`config.mk`:
```
export PLATFORM = sky130hd
export DESIGN_NAME = control_temporizador
export DESIGN_NICKNAME = d
export VERILOG_FILES = /design/src/rtl/control_temporizador_pkg.sv /design/src/rtl/control_temporizador_generador_tick.sv /design/src/rtl/control_temporizador.sv
export SDC_FILE = /design/constraint.sdc
export NUM_CORES = 1
export LEC_CHECK = 0
export BUFFER_PORTS_ARGS = -buffer_cell sky130_fd_sc_hd__buf_2
export CORE_MARGIN = 2
export CORE_UTILIZATION = 30
export DETAILED_ROUTE_END_ITERATION = 10
export PLACE_DENSITY_LB_ADDON = 0.08
export SETUP_SLACK_MARGIN = 0.3
export SLEW_MARGIN = 20
export SYNTH_ARGS = -nofsm -noshare
export SYNTH_HDL_FRONTEND = slang
export SYNTH_SLANG_ARGS = --single-unit
export TNS_END_PERCENT = 50
```
`constraint.sdc`:
```
create_clock -name clk -period 5 [get_ports clk]
set_clock_uncertainty 0.1 [all_clocks]
set_input_delay 0.25 -clock clk [delete_from_list [all_inputs] [get_ports clk]]
set_output_delay 0.25 -clock clk [all_outputs]
set_load 0.03 [all_outputs]
```
`src/rtl/control_temporizador_pkg.sv`:
```
// control_temporizador_pkg: shared state encoding and default tick period
package control_temporizador_pkg;

    typedef enum logic [2:0] {
        IDLE,
        ARMED,
        RUN,
        PAUSE,
        DONE
    } estado_t;

    localparam int unsigned DIV_DEFECTO = 25000000;

endpackage

```
`src/rtl/control_temporizador_generador_tick.sv`:
```
// control_temporizador_generador_tick: periodic prescaler strobing tick on the edge its phase wraps
module control_temporizador_generador_tick #(
    parameter int ANCHO_DIV = 30
) (
    input  logic                 clk,
    input  logic                 rst_n,
    input  logic                 clr,
    input  logic                 en,
    input  logic [ANCHO_DIV-1:0] periodo,
    output logic                 tick
);

    logic [ANCHO_DIV-1:0] cuenta_q;
    logic [ANCHO_DIV-1:0] cuenta_d;

    // tick is a strobe for the edge that wraps the phase; the caller registers it
    assign tick = en && (cuenta_q == periodo - ANCHO_DIV'(1));

    // phase advances only while enabled, so a pause freezes the remaining phase
    always_comb cuenta_d = clr ? '0 : !en ? cuenta_q : tick ? '0 : cuenta_q + ANCHO_DIV'(1);

    // phase register
    always_ff @(posedge clk or negedge rst_n) begin
        if (!rst_n)
            cuenta_q <= '0;
        else
            cuenta_q <= cuenta_d;
    end

endmodule

```
`src/rtl/control_temporizador.sv`:
```
// control_temporizador: configurable one-shot/continuous timer sequencing a tick prescaler
module control_temporizador
    import control_temporizador_pkg::*;
#(
    parameter int          ANCHO_DIV   = 30,
    parameter int          ANCHO_CNT   = 16,
    parameter int unsigned DIV_DEFECTO = control_temporizador_pkg::DIV_DEFECTO
) (
    input  logic                 clk,
    input  logic                 rst_n,
    input  logic                 cfg_valid,
    output logic                 cfg_ready,
    input  logic [ANCHO_DIV-1:0] cfg_periodo,
    input  logic [ANCHO_CNT-1:0] cfg_pulsos,
    input  logic                 cfg_continuo,
    input  logic                 iniciar,
    input  logic                 pausar,
    input  logic                 abortar,
    output logic                 tick,
    output logic                 hecho,
    output logic                 ocupado,
    output logic [ANCHO_CNT-1:0] conteo
);

    estado_t              estado_q, estado_d;
    logic [ANCHO_DIV-1:0] periodo_q, periodo_d;
    logic [ANCHO_CNT-1:0] pulsos_q, pulsos_d;
    logic [ANCHO_CNT-1:0] conteo_q, conteo_d;
    logic                 continuo_q, continuo_d;
    logic                 tick_q, tick_d;
    logic                 hecho_q, hecho_d;
    logic                 ocupado_q, ocupado_d;
    logic                 cfg_ready_q, cfg_ready_d;
    logic                 arranca;
    logic                 en;
    logic                 vence;

    // a fresh start is only possible from a usable configuration; abort outranks it
    assign arranca = iniciar && !abortar && (estado_q == ARMED || estado_q == DONE);
    // the prescaler runs only on edges that keep the FSM in RUN
    assign en      = estado_q == RUN && !pausar && !abortar;

    control_temporizador_generador_tick #(
        .ANCHO_DIV(ANCHO_DIV)
    ) generador_tick (
        .clk     (clk),
        .rst_n   (rst_n),
        .clr     (abortar || arranca),
        .en      (en),
        .periodo (periodo_q),
        .tick    (vence)
    );

    // next state: abort > pause > start/resume > config accept > tick accounting
    always_comb begin
        estado_d   = estado_q;
        periodo_d  = periodo_q;
        pulsos_d   = pulsos_q;
        continuo_d = continuo_q;
        conteo_d   = conteo_q;
        hecho_d    = hecho_q;
        if (abortar) begin
            estado_d = IDLE;
            conteo_d = '0;
            hecho_d  = 1'b0;
        end else if (estado_q == RUN && pausar) begin
            estado_d = PAUSE;
        end else if (arranca) begin
            hecho_d  = !continuo_q && pulsos_q == '0;
            estado_d = hecho_d ? DONE : RUN;
            conteo_d = continuo_q ? '0 : pulsos_q;
        end else if (iniciar && estado_q == PAUSE) begin
            estado_d = RUN;
        end else if (cfg_valid && cfg_ready_q) begin
            periodo_d  = cfg_periodo == '0 ? ANCHO_DIV'(1) : cfg_periodo;
            pulsos_d   = cfg_pulsos;
            continuo_d = cfg_continuo;
            estado_d   = ARMED;
            hecho_d    = 1'b0;
        end else if (vence) begin
            conteo_d = continuo_q ? conteo_q + ANCHO_CNT'(1) : conteo_q - ANCHO_CNT'(1);
            if (!continuo_q && conteo_q == ANCHO_CNT'(1)) begin
                estado_d = DONE;
                hecho_d  = 1'b1;
            end
        end
    end

    // registered outputs follow the next state so they line up with it
    always_comb begin
        tick_d      = vence;
        ocupado_d   = estado_d == RUN || estado_d == PAUSE;
        cfg_ready_d = !ocupado_d;
    end

    // state, configuration and output registers
    always_ff @(posedge clk or negedge rst_n) begin
        if (!rst_n) begin
            estado_q    <= IDLE;
            periodo_q   <= ANCHO_DIV'(DIV_DEFECTO);
            pulsos_q    <= '0;
            continuo_q  <= 1'b0;
            conteo_q    <= '0;
            tick_q      <= 1'b0;
            hecho_q     <= 1'b0;
            ocupado_q   <= 1'b0;
            cfg_ready_q <= 1'b1;
        end else begin
            estado_q    <= estado_d;
            periodo_q   <= periodo_d;
            pulsos_q    <= pulsos_d;
            continuo_q  <= continuo_d;
            conteo_q    <= conteo_d;
            tick_q      <= tick_d;
            hecho_q     <= hecho_d;
            ocupado_q   <= ocupado_d;
            cfg_ready_q <= cfg_ready_d;
        end
    end

    assign cfg_ready = cfg_ready_q;
    assign tick      = tick_q;
    assign hecho     = hecho_q;
    assign ocupado   = ocupado_q;
    assign conteo    = conteo_q;

endmodule

```
Yosys cells after proc, flatten, opt, wreduce, memory -nomap -nowiden
Cells that the tools add are included.
{"block": "classes", "addsub": 4, "n_eq_ne": 11, "muxes": 27, "bitwise": 4, "n_reduce_logical": 26}
{"operator": "$mux 16", "count": 8}
{"operator": "$mux 30", "count": 4}
{"operator": "$add 30x1->30 const B", "count": 1}
{"operator": "$eq 30x30->1", "count": 1}
{"operator": "$logic_not 30->1", "count": 1}
{"operator": "$sub 30x1->30 const B", "count": 1}
{"operator": "$mux 3", "count": 8}
{"operator": "$add 16x1->16 const B", "count": 1}
{"operator": "$eq 16x1->1 const B", "count": 1}
{"operator": "$logic_not 16->1", "count": 1}
{"operator": "$sub 16x1->16 const B", "count": 1}
{"operator": "$eq 3x2->1 const B", "count": 4}
{"operator": "$logic_and 1x1->1", "count": 10}
{"operator": "$reduce_and 4->1", "count": 2}
{"operator": "$reduce_bool 4->1", "count": 2}
{"operator": "$mux 1", "count": 7}
{"operator": "$ne 3x3->1 const B", "count": 2}
{"operator": "$reduce_and 5->1", "count": 1}
{"operator": "$logic_not 1->1", "count": 4}
{"operator": "$not 1->1", "count": 4}
{"operator": "$eq 3x1->1 const B", "count": 1}
{"operator": "$eq 3x3->1 const B", "count": 1}
{"operator": "$logic_or 1x1->1", "count": 3}
{"operator": "$reduce_bool 3->1", "count": 1}
{"operator": "other kinds (2)", "count": 2}
{"block": "word_totals", "ff_bits": 100, "inputBits": 53, "out_inout_bits": 20, "wordCells": 82}

Logic depth before layout (Yosys ltp)
Gate-level depths: netlist of run 1.
{"block": "logic_depth", "word_depth": 13, "mapped_depth": 13, "mapped_depth_nobuf": 10}

Cells and area by module
Synthesis of run 1 repeated with hierarchy kept, for this count alone.
{"block": "unflattened", "hier_cells": 723, "area_unflattened_um2": 6533.8}
{"mod": "control_temporizador", "n_inst": 1, "cells_each": 340, "area_per_inst_um2": 3594.7, "seq_area_each_um2": 1767.9}
{"mod": "control_temporizador_generador_tick", "n_inst": 1, "cells_each": 383, "area_per_inst_um2": 2939.1, "seq_area_each_um2": 750.7}

Least setup slack after synthesis of run 1
OpenSTA, ideal clock, no wires.
{"block": "synth_path", "kind": "register to register", "start": "reg periodo_q[20]", "end": "reg conteo_q[9] (netlist: conteo[9])", "setup_ps": 111, "arrival_time_ps": 3115, "required_time_ps": 4789, "slack_ps": 1674, "stages_incl_launch_ff": 11, "path_buffers": 3, "period_less_slack_ps": 3326, "path_cell_list": "dfstp_2 -> buf_2 -> or4_4 -> or4_4 -> a2111oi_4 -> o2111ai_1 -> nor4_2 -> nand4b_1 -> buf_6 -> buf_6 -> a222oi_1"}
{"block": "synth_via", "elab_chain_cells": 5}
{"element": "start: declaration", "line": "control_temporizador.sv:26", "rtl": "logic [ANCHO_DIV-1:0] periodo_q, periodo_d;"}
{"element": "start signal: assignment", "line": "control_temporizador.sv:100", "rtl": "periodo_q <= ANCHO_DIV'(DIV_DEFECTO);"}
{"element": "start signal: assignment", "line": "control_temporizador.sv:110", "rtl": "periodo_q <= periodo_d;"}
{"element": "$sub 30x1->30", "line": "control_temporizador_generador_tick.sv:17", "rtl": "assign tick = en && (cuenta_q == periodo - ANCHO_DIV'(1));"}
{"element": "$eq 30x30->1", "line": "control_temporizador_generador_tick.sv:17"}
{"element": "$logic_and 1x1->1", "line": "control_temporizador_generador_tick.sv:17"}
{"element": "$reduce_bool 3->1 (no line)"}
{"element": "$reduce_and 4->1 (no line)"}
{"element": "end signal: assignment", "line": "control_temporizador.sv:113", "rtl": "conteo_q <= conteo_d;"}
{"element": "end: declaration", "line": "control_temporizador.sv:28", "rtl": "logic [ANCHO_CNT-1:0] conteo_q, conteo_d;"}
Every way passes these cells.
A chain may end at the register's enable or synchronous reset.

Worst setup path after layout of run 1
{"block": "layout_path", "start": "reg periodo_q[23]", "end": "reg conteo_q[1] (netlist: conteo[1])"}
The elaborated chain is that of the path after synthesis.

==> results of run 1 <==
## state kept, by name, indices dropped and copies added, names as in the netlist
register                 cells
ocupado                      1
generador_tick.cuenta_q     30
tick                         1
estado_q                     3
cfg_ready                    1
continuo_q                   1
conteo                      16
periodo_q                   30
pulsos_q                    16
hecho                        1
## layout make-up
class                           count  area (µm²)
Fill cell                        2225       13400
Multi-Input combinational cell    573        3650
Sequential cell                   100        2520
Timing Repair Buffer              101         626
Tap cell                          275         344
Clock buffer                        9         225
Clock inverter                      7        87.6
Inverter                           18        67.6
## cell usage after synthesis (all sizes together) (3+ instances only)
cell type	number	share of area (%)
nand3	24	1.9
dfrtp	87	34
a211oi	7	0.90
nand4	21	2.1
o22ai	3	0.29
dfstp	13	5.3
nand2b	3	0.29
and3b	3	0.41
o31ai	8	1.2
o21ai	19	1.5
and3	14	1.4
nand2	109	6.4
inv	18	1.1
or3	8	0.78
nor2	68	4.0
o211ai	3	0.35
xor2	31	4.2
ha	5	0.98
mux2	3	0.53
a21oi	29	2.3
a31oi	6	0.59
clkbuf	33	1.9
nor3b	4	0.47
buf	6	0.70
or4	10	1.4
nor4	21	2.2
o2bb2ai	6	0.82
nor4b	3	0.41
a311o	8	1.3
a221oi	5	1.1
xnor2	39	5.3
a22o	24	3.3
and2	7	0.68
nor2b	3	0.29
and4	3	0.41
nand4b	5	0.68
a2111oi	3	0.70
nor3	28	2.4
or2	5	0.49
## repair_timing
action	CTS	global route
hold endpoints to repair	59	0
gates resized for setup	0	0
hold buffers	18	0
## logic make-up after synthesis
family          Yosys count  synth area share (%)
mux                       5                 0.841
simple gates            345                  27.4
fa+ha+maj                 5                 0.978
flops                   100                  39.4
buf+inv                  57                  3.70
xor+xnor                 70                  9.59
compound gates          148                  18.1
## cell usage in the layout, fill, tap and decap left out, drive strengths merged, types with 4 or more instances in the layout
cell,count
ha,5
nor2,68
buf,83
a311o,8
dfstp,13
o2bb2ai,6
a21oi,29
clkbuf,9
nand2,109
and3,14
dlygate4sd3,18
o21ai,19
a221oi,5
and2,7
nor3,28
a22o,24
nor3b,4
nor4,21
o31ai,8
a211oi,7
a31oi,6
nand3,24
or2,5
or3,8
nand4b,5
or4,10
xor2,31
inv,24
dfrtp,87
xnor2,39
nand4,21
## worst paths after layout
kind	from	end	slack [ns]	depth (start not counted)
min in group asynchronous	rst_n	generador_tick.cuenta_q[2]	0.36	2
max reg2reg	periodo_q[23]	conteo[1]	1.18	10
min reg2reg	pulsos_q[12]	pulsos_q[12]	0.41	2
min	cfg_pulsos[12]	pulsos_q[12]	0.004	3
max in group asynchronous	rst_n	periodo_q[17]	3.27	3
max	periodo_q[23]	conteo[1]	1.18	10
## metrics by stage
stage               cell area (µm²)  cells  total power [mW]
floorplan                      6390    730              2.57
CTS                            7520   1083              3.88
detailed placement             7020   1049              3.08
global route                   7520   1083              4.14
finish                         7520   1083              3.86
global placement               7020   1049              3.07
## worst max-delay path, cell delays in order, from the launching register on
cell and delay, ns:
sky130_fd_sc_hd__dfrtp_1 0.42, sky130_fd_sc_hd__or4_4 0.56, sky130_fd_sc_hd__or4_4 0.57, sky130_fd_sc_hd__a2111oi_4 0.42, sky130_fd_sc_hd__o2111ai_1 0.17, sky130_fd_sc_hd__nor4_2 0.35
sky130_fd_sc_hd__nand4b_1 0.12, sky130_fd_sc_hd__buf_4 0.25, sky130_fd_sc_hd__a21oi_2 0.14, sky130_fd_sc_hd__buf_4 0.24, sky130_fd_sc_hd__mux2_2 0.35
## routing by layer
metal | part of all wire, % | routed length (µm)
met1 | 49 | 10300
met2 | 43 | 9030
met3 | 5.9 | 1240
met4 | 1.5 | 309
met5 | 0 | 0
## report_power, final
part / leakage, nW / switching [mW] / internal [mW]
logic: 1.70 / 0.961 / 0.655
clock network: 0.155 / 0.363 / 0.403
registers: 1.28 / 0.397 / 1.09
total: 3.14 / 1.72 / 2.14
==> out/summary.md, run 1 <==
* **GRT met1 Usage** 29.3%
* **cts bufs inserted** 9
* **count of input and output buffers** 72
* **Worst EP required** 5.16 ns
* **global routing usage on met2** 28.0%
* **Pre-Repair DR Iteration Count** 5
* **total wirelength of the detailed-routed design** 20.9 mm
* **Chip Height** 150 µm
* **post-detailed-route via-to-cell ratio** 5.50
* **number of enable flip-flop cells after synthesis** 0
* **type of destination of the critical path** register
* **type of the tightest min-delay check** in2reg
* **Die Width** 150 µm
* **most frequently used flop master after synthesis** sky130_fd_sc_hd__dfrtp_1
* **vias in the first global route** 5718
* **minimum hold slack** 0.00367 ns
* **number of failing hold endpoints at the final stage** 0
* **RSZ-0062 raised after global routing** false
* **post-route antenna net violation count** 0
* **net count of the mapped netlist** 788
* **Slew @ Worst Pin** 0.780 ns
* **number of vias after detailed routing** 5952
* **clk sinks** 100
* **maximum number of pins on one net before global-route repair** 53
* **post-synthesis async set-or-reset flop share** 100%
* **worst slack at placement** 1.20 ns
* **htree depth** 3
* **buffer depth of the longest clock path** 2
* **Lkg Pwr** 3.14 nW
* **antenna violations before repair** 0
* **number of inserted diodes** 0
* **core occupancy in the finished layout** 35.9%
* **worst max-slew margin expressed relative to the limit** 47.5%
* **clock root buffer** sky130_fd_sc_hd__clkbuf_16
* **worst-case setup margin in the final layout** 1.18 ns
* **number of placement rows** 53
* **DRC** 0
* **sort of element at the start of the critical path** register
* **Arr. time, crit path** 3.97 ns
* **most heavily used metal layer in global routing** met1
* **initial core utilization** 30.5%
* **met3 Resource Use GR** 3.23%
* **count of final max-slew check failures** 0
* **residual overflow from global routing** 0
* **Finish-stage setup viols** 0
* **global-route usage over all layers** 19.2%
* **Final min period** 3.82 ns
* **setup TNS** 0 ns
* **Power Dens Cells** 514 mW/mm²
* **number of storage elements in the synthesis netlist** 100
* **dpl hpwl** 15.5 mm
* **start-to-end type of the worst setup path** reg2reg
* **global-route wire length before repair** 33.3 mm
* **MaxCap Viol Count** 0
* **largest vdd supply drop** 0.185 mV
* **synthesized instance count** 730
* **Max Fanout on Critical Path** 21
* **total setup buffers inserted after CTS** 0
* **result of the run** finished, final reports clean
* **post-layout net count** 861
* **Ports** 73
* **clock-pin slew on the worst setup and hold paths** 0.08 ns
* **final clock period utilization by the worst path** 76.3%
* **number of synthesis warnings** 0
* **placer congestion estimate** 0.872
* **sequential area share after synthesis** 39.4%
* **CORE AREA** 0.0210 mm²
* **layout overhead on the synthesized area** 17.6%
* **die footprint** 0.0225 mm²
* **maximum frequency from static timing analysis** 0.262 GHz
* **average wire length per cell after detail routing** 19.3 µm
* **share of layout cells above drive strength 1** 17.3%
* **mean area per synthesized cell** 8.76 µm²
* **number of distinct library cells after synthesis** 77
* **clock insertion delay at the later pin of the skew report** 0.36 ns
* **initial detailed-routing violation count** 480
* **Syn Std Cell Area** 0.00639 mm²
* **TritonCTS clock tree** done
Power figures use the tool's default switching activity.
==> inputs of run 2 (changes only) <==
- ABC_AREA: unset -> 1
- clock period: 5 -> 3.3 ns (I/O delays scaled with it)
==> out/summary.md, run 2 <==
* **net count of the mapped netlist** 992, was 788
* **mean area per synthesized cell** 7.09 µm², was 8.76 µm²
* **sort of element at the start of the critical path** register, unchanged
* **Worst EP required** 3.43 ns, was 5.16 ns
* **Finish-stage setup viols** 0, unchanged
* **Placement Cell Area** 0.00729 mm², was 0.00702 mm²
* **Final min period** 2.71 ns, was 3.82 ns
* **list of most frequent post-synthesis cells** sky130_fd_sc_hd__nand2_1 (229), sky130_fd_sc_hd__nor2_1 (131), sky130_fd_sc_hd__inv_1 (120), was sky130_fd_sc_hd__nand2_1 (108), sky130_fd_sc_hd__dfrtp_1 (87), sky130_fd_sc_hd__nor2_1 (68)
* **cell types with the largest area share after synthesis** sky130_fd_sc_hd__dfrtp_1 (33%), sky130_fd_sc_hd__nand2_1 (13%), sky130_fd_sc_hd__nor2_1 (7.4%), sky130_fd_sc_hd__inv_1 (6.8%), sky130_fd_sc_hd__dfstp_2 (5.2%), was sky130_fd_sc_hd__dfrtp_1 (34%), sky130_fd_sc_hd__nand2_1 (6.3%), sky130_fd_sc_hd__dfstp_2 (5.3%), sky130_fd_sc_hd__xnor2_1 (5.3%), sky130_fd_sc_hd__xor2_1 (4.2%)
* **residual overflow from global routing** 0, unchanged
* **number of failing hold endpoints at the final stage** 0, unchanged
* **clock root buffer** sky130_fd_sc_hd__clkbuf_16, unchanged
* **largest vdd supply drop** 0.282 mV, was 0.185 mV
* **post-synthesis async set-or-reset flop share** 100%, unchanged
* **highest-count cells in the layout ignoring fill and taps** sky130_fd_sc_hd__nand2_1 (229), sky130_fd_sc_hd__nor2_1 (131), sky130_fd_sc_hd__inv_1 (120), was sky130_fd_sc_hd__nand2_1 (108), sky130_fd_sc_hd__dfrtp_1 (87), sky130_fd_sc_hd__buf_2 (71)
* **maximum frequency from static timing analysis** 0.370 GHz, was 0.262 GHz
* **count of input and output buffers** 72, unchanged
* **dpl hpwl** 15.8 mm, was 15.5 mm
* **post-detailed-route via-to-cell ratio** 4.56, was 5.50
* **number of placement rows** 54, was 53
* **Ports** 73, unchanged
* **initial core utilization** 30.4%, was 30.5%
* **registers with the most flip-flops** generador_tick.cuenta_q: 30 flops, periodo_q: 30 flops, unchanged
* **htree depth** 3, unchanged
* **antenna violations before repair** 1, was 0
* **worst max-slew margin expressed relative to the limit** 53.2%, was 47.5%
* **post-route antenna net violation count** 0, unchanged
* **total wirelength of the detailed-routed design** 20.1 mm, was 20.9 mm
* **number of inserted diodes** 0, unchanged
* **area occupied by multi-input gates** 0.00350 mm², was 0.00365 mm²
* **type of destination of the critical path** register, unchanged
* **initial detailed-routing violation count** 306, was 480
* **Chip Height** 153 µm, was 150 µm
* **library cell occupying the most area in the post-synthesis netlist** sky130_fd_sc_hd__dfrtp_1, unchanged
* **total of fill cells in the finished design** 2351, was 2225
* **summed area of non-filler cells in the final layout** 0.00804 mm², was 0.00752 mm²
* **MaxCap Viol Count** 0, unchanged
* **number of enable flip-flop cells after synthesis** 0, unchanged
* **clk sinks** 100, unchanged
* **Power Dens Cells** 571 mW/mm², was 514 mW/mm²
* **Lkg Pwr** 3.89 nW, was 3.14 nW
* **cts bufs inserted** 9, unchanged
* **CORE AREA** 0.0218 mm², was 0.0210 mm²
* **buffer depth of the longest clock path** 2, unchanged
* **clock insertion delay at the later pin of the skew report** 0.35 ns, was 0.36 ns
* **clock-pin slew on the worst setup and hold paths** 0.07 ns, was 0.08 ns
* **number of storage elements in the synthesis netlist** 100, unchanged
* **worst slack at placement** 0.383 ns, was 1.20 ns
* **type of the tightest min-delay check** in2reg, unchanged
* **synthesized instance count** 934, was 730
* **final clock period utilization by the worst path** 82.0%, was 76.3%
* **placer congestion estimate** 0.822, was 0.872
* **TritonCTS clock tree** done, unchanged
* **most frequently used flop master after synthesis** sky130_fd_sc_hd__dfrtp_1, unchanged
* **share of layout cells above drive strength 1** 17.1%, was 17.3%
* **Arr. time, crit path** 2.84 ns, was 3.97 ns
* **die footprint** 0.0233 mm², was 0.0225 mm²
* **Max Fanout on Critical Path** 32, was 21
* **Die Width** 153 µm, was 150 µm
* **vias in the first global route** 6041, was 5718
* **setup TNS** 0 ns, unchanged
* **start-to-end type of the worst setup path** reg2reg, unchanged
* **proportion of netlist area held by the largest area contributor** 32.9%, was 34.1%
* **Pre-Repair DR Iteration Count** 4, was 5
* **maximum number of pins on one net before global-route repair** 53, unchanged
* **number of distinct library cells after synthesis** 47, was 77
* **layout overhead on the synthesized area** 21.5%, was 17.6%
* **overall power of the completed layout** 4.59 mW, was 3.86 mW
* **post-layout net count** 1104, was 861
* **result of the run** finished, final reports clean, unchanged
* **most used standard cell by instance count after synthesis** sky130_fd_sc_hd__nand2_1, unchanged
* **core occupancy in the finished layout** 37.0%, was 35.9%
* **worst-case setup margin in the final layout** 0.594 ns, was 1.18 ns
* **DRC** 0, unchanged
* **global-route wire length before repair** 32.8 mm, was 33.3 mm
* **most common cell after layout, fill and taps aside** sky130_fd_sc_hd__nand2_1, unchanged
* **number of synthesis warnings** 0, unchanged
* **global-route usage over all layers** 17.7%, was 19.2%
* **placed cells** 1275, was 1049
* **minimum hold slack** 0.0115 ns, was 0.00367 ns
* **RSZ-0062 raised after global routing** false, unchanged
* **Register Area** 0.00252 mm², unchanged
* **average wire length per cell after detail routing** 15.1 µm, was 19.3 µm
* **count of final max-slew check failures** 0, unchanged
* **Syn Std Cell Area** 0.00662 mm², was 0.00639 mm²
* **Slew @ Worst Pin** 0.702 ns, was 0.780 ns
* **sequential area share after synthesis** 38.1%, was 39.4%
* **Layout Cells excl Fill** 1331, was 1083
* **number of vias after detailed routing** 6071, was 5952
[run 2: cell types whose count changed in the layout (fill, tap and decap cells not counted), moves of 15 or more]
| cell | change |
|---|---|
| sky130_fd_sc_hd__a22o_1 | -24 |
| sky130_fd_sc_hd__dlygate4sd3_1 | +21 |
| sky130_fd_sc_hd__inv_1 | +102 |
| sky130_fd_sc_hd__nand2_1 | +121 |
| sky130_fd_sc_hd__nand2_2 | +19 |
| sky130_fd_sc_hd__nand3_1 | +22 |
| sky130_fd_sc_hd__nor2_1 | +63 |
| sky130_fd_sc_hd__o21ai_0 | +39 |
| sky130_fd_sc_hd__o21ai_2 | +15 |
| sky130_fd_sc_hd__xnor2_1 | -30 |
[run 2: where the power goes]
| group | total, mW | internal (mW) | switching [mW] | leakage [nW] |
|---|---|---|---|---|
| logic | 1.62 | 0.578 | 1.04 | 2.47 |
| registers | 1.77 | 1.47 | 0.306 | 1.26 |
| clock network | 1.20 | 0.679 | 0.518 | 0.163 |
[run 2: path summary, 6_finish.rpt]
check / startpoint / slack [ns] / depth (start not counted) / endpoint
worst max register to register: periodo_q[9] / 0.59 / 13 / conteo[15]
max in group asynchronous: rst_n / 2.01 / 3 / periodo_q[24]
min in group asynchronous: rst_n / 0.29 / 2 / periodo_q[9]
worst max-delay path: periodo_q[9] / 0.59 / 13 / conteo[15]
worst min-delay path: cfg_periodo[26] / 0.01 / 3 / periodo_q[26]
worst min register to register: periodo_q[19] / 0.41 / 2 / periodo_q[19]
[run 2: cells by family (layout without fill, tap and decap cells)]
kind of cell,after synthesis,in the layout,synth area share (%)
AOI/OAI and AO/OA,122,122,10.8
xor gates and xnor gates,46,46,6.09
adders and majority gates,5,5,0.945
buffers and inverters,148,265,9.11
DFF,100,100,38.1
muxes,4,4,0.662
and+or+nand+nor,509,509,34.4
[run 2: cell type report]
class / instances / share of cell area [%]
inverters: 124 / 5.79
clock buffers: 9 / 2.80
well taps: 280 / 4.36
clock inverters: 7 / 1.32
repair buffers: 125 / 10.8
flip-flops and latches: 100 / 31.3
multi-input cells: 686 / 43.6
[run 2: what timing repair did]
item                                    CTS  global route
endpoints found under the setup margin    0            16
setup buffers                             0             1
resized for setup                         0             1
hold buffers                             39             0
endpoints found under the hold margin    82             0
[run 2: routing by layer]
| metal | global-route usage (%) | vias to the layer above | part of all wire [%] |
|---|---|---|---|
| li1 | - | 3196 | - |
| met1 | 24.5 | 2767 | 49 |
| met2 | 29.5 | 89 | 47 |
| met3 | 2.65 | 17 | 2.8 |
| met4 | 4.14 | 2 | 1.3 |
| met5 | 0 | - | 0.065 |
[run 2: critical path, cell delays in order, from the launching register on]
cell and delay, ns:
sky130_fd_sc_hd__dfrtp_1 0.47, sky130_fd_sc_hd__nor2_2 0.23, sky130_fd_sc_hd__and2_1 0.34, sky130_fd_sc_hd__nand4_1 0.13, sky130_fd_sc_hd__nand2_1 0.12, sky130_fd_sc_hd__nand2_1 0.07
sky130_fd_sc_hd__nor2_1 0.13, sky130_fd_sc_hd__nand2_1 0.08, sky130_fd_sc_hd__nor2_2 0.19, sky130_fd_sc_hd__nand2_4 0.11, sky130_fd_sc_hd__nand2_8 0.19, sky130_fd_sc_hd__nand2_8 0.23
sky130_fd_sc_hd__nand2_1 0.11, sky130_fd_sc_hd__o21ai_1 0.06
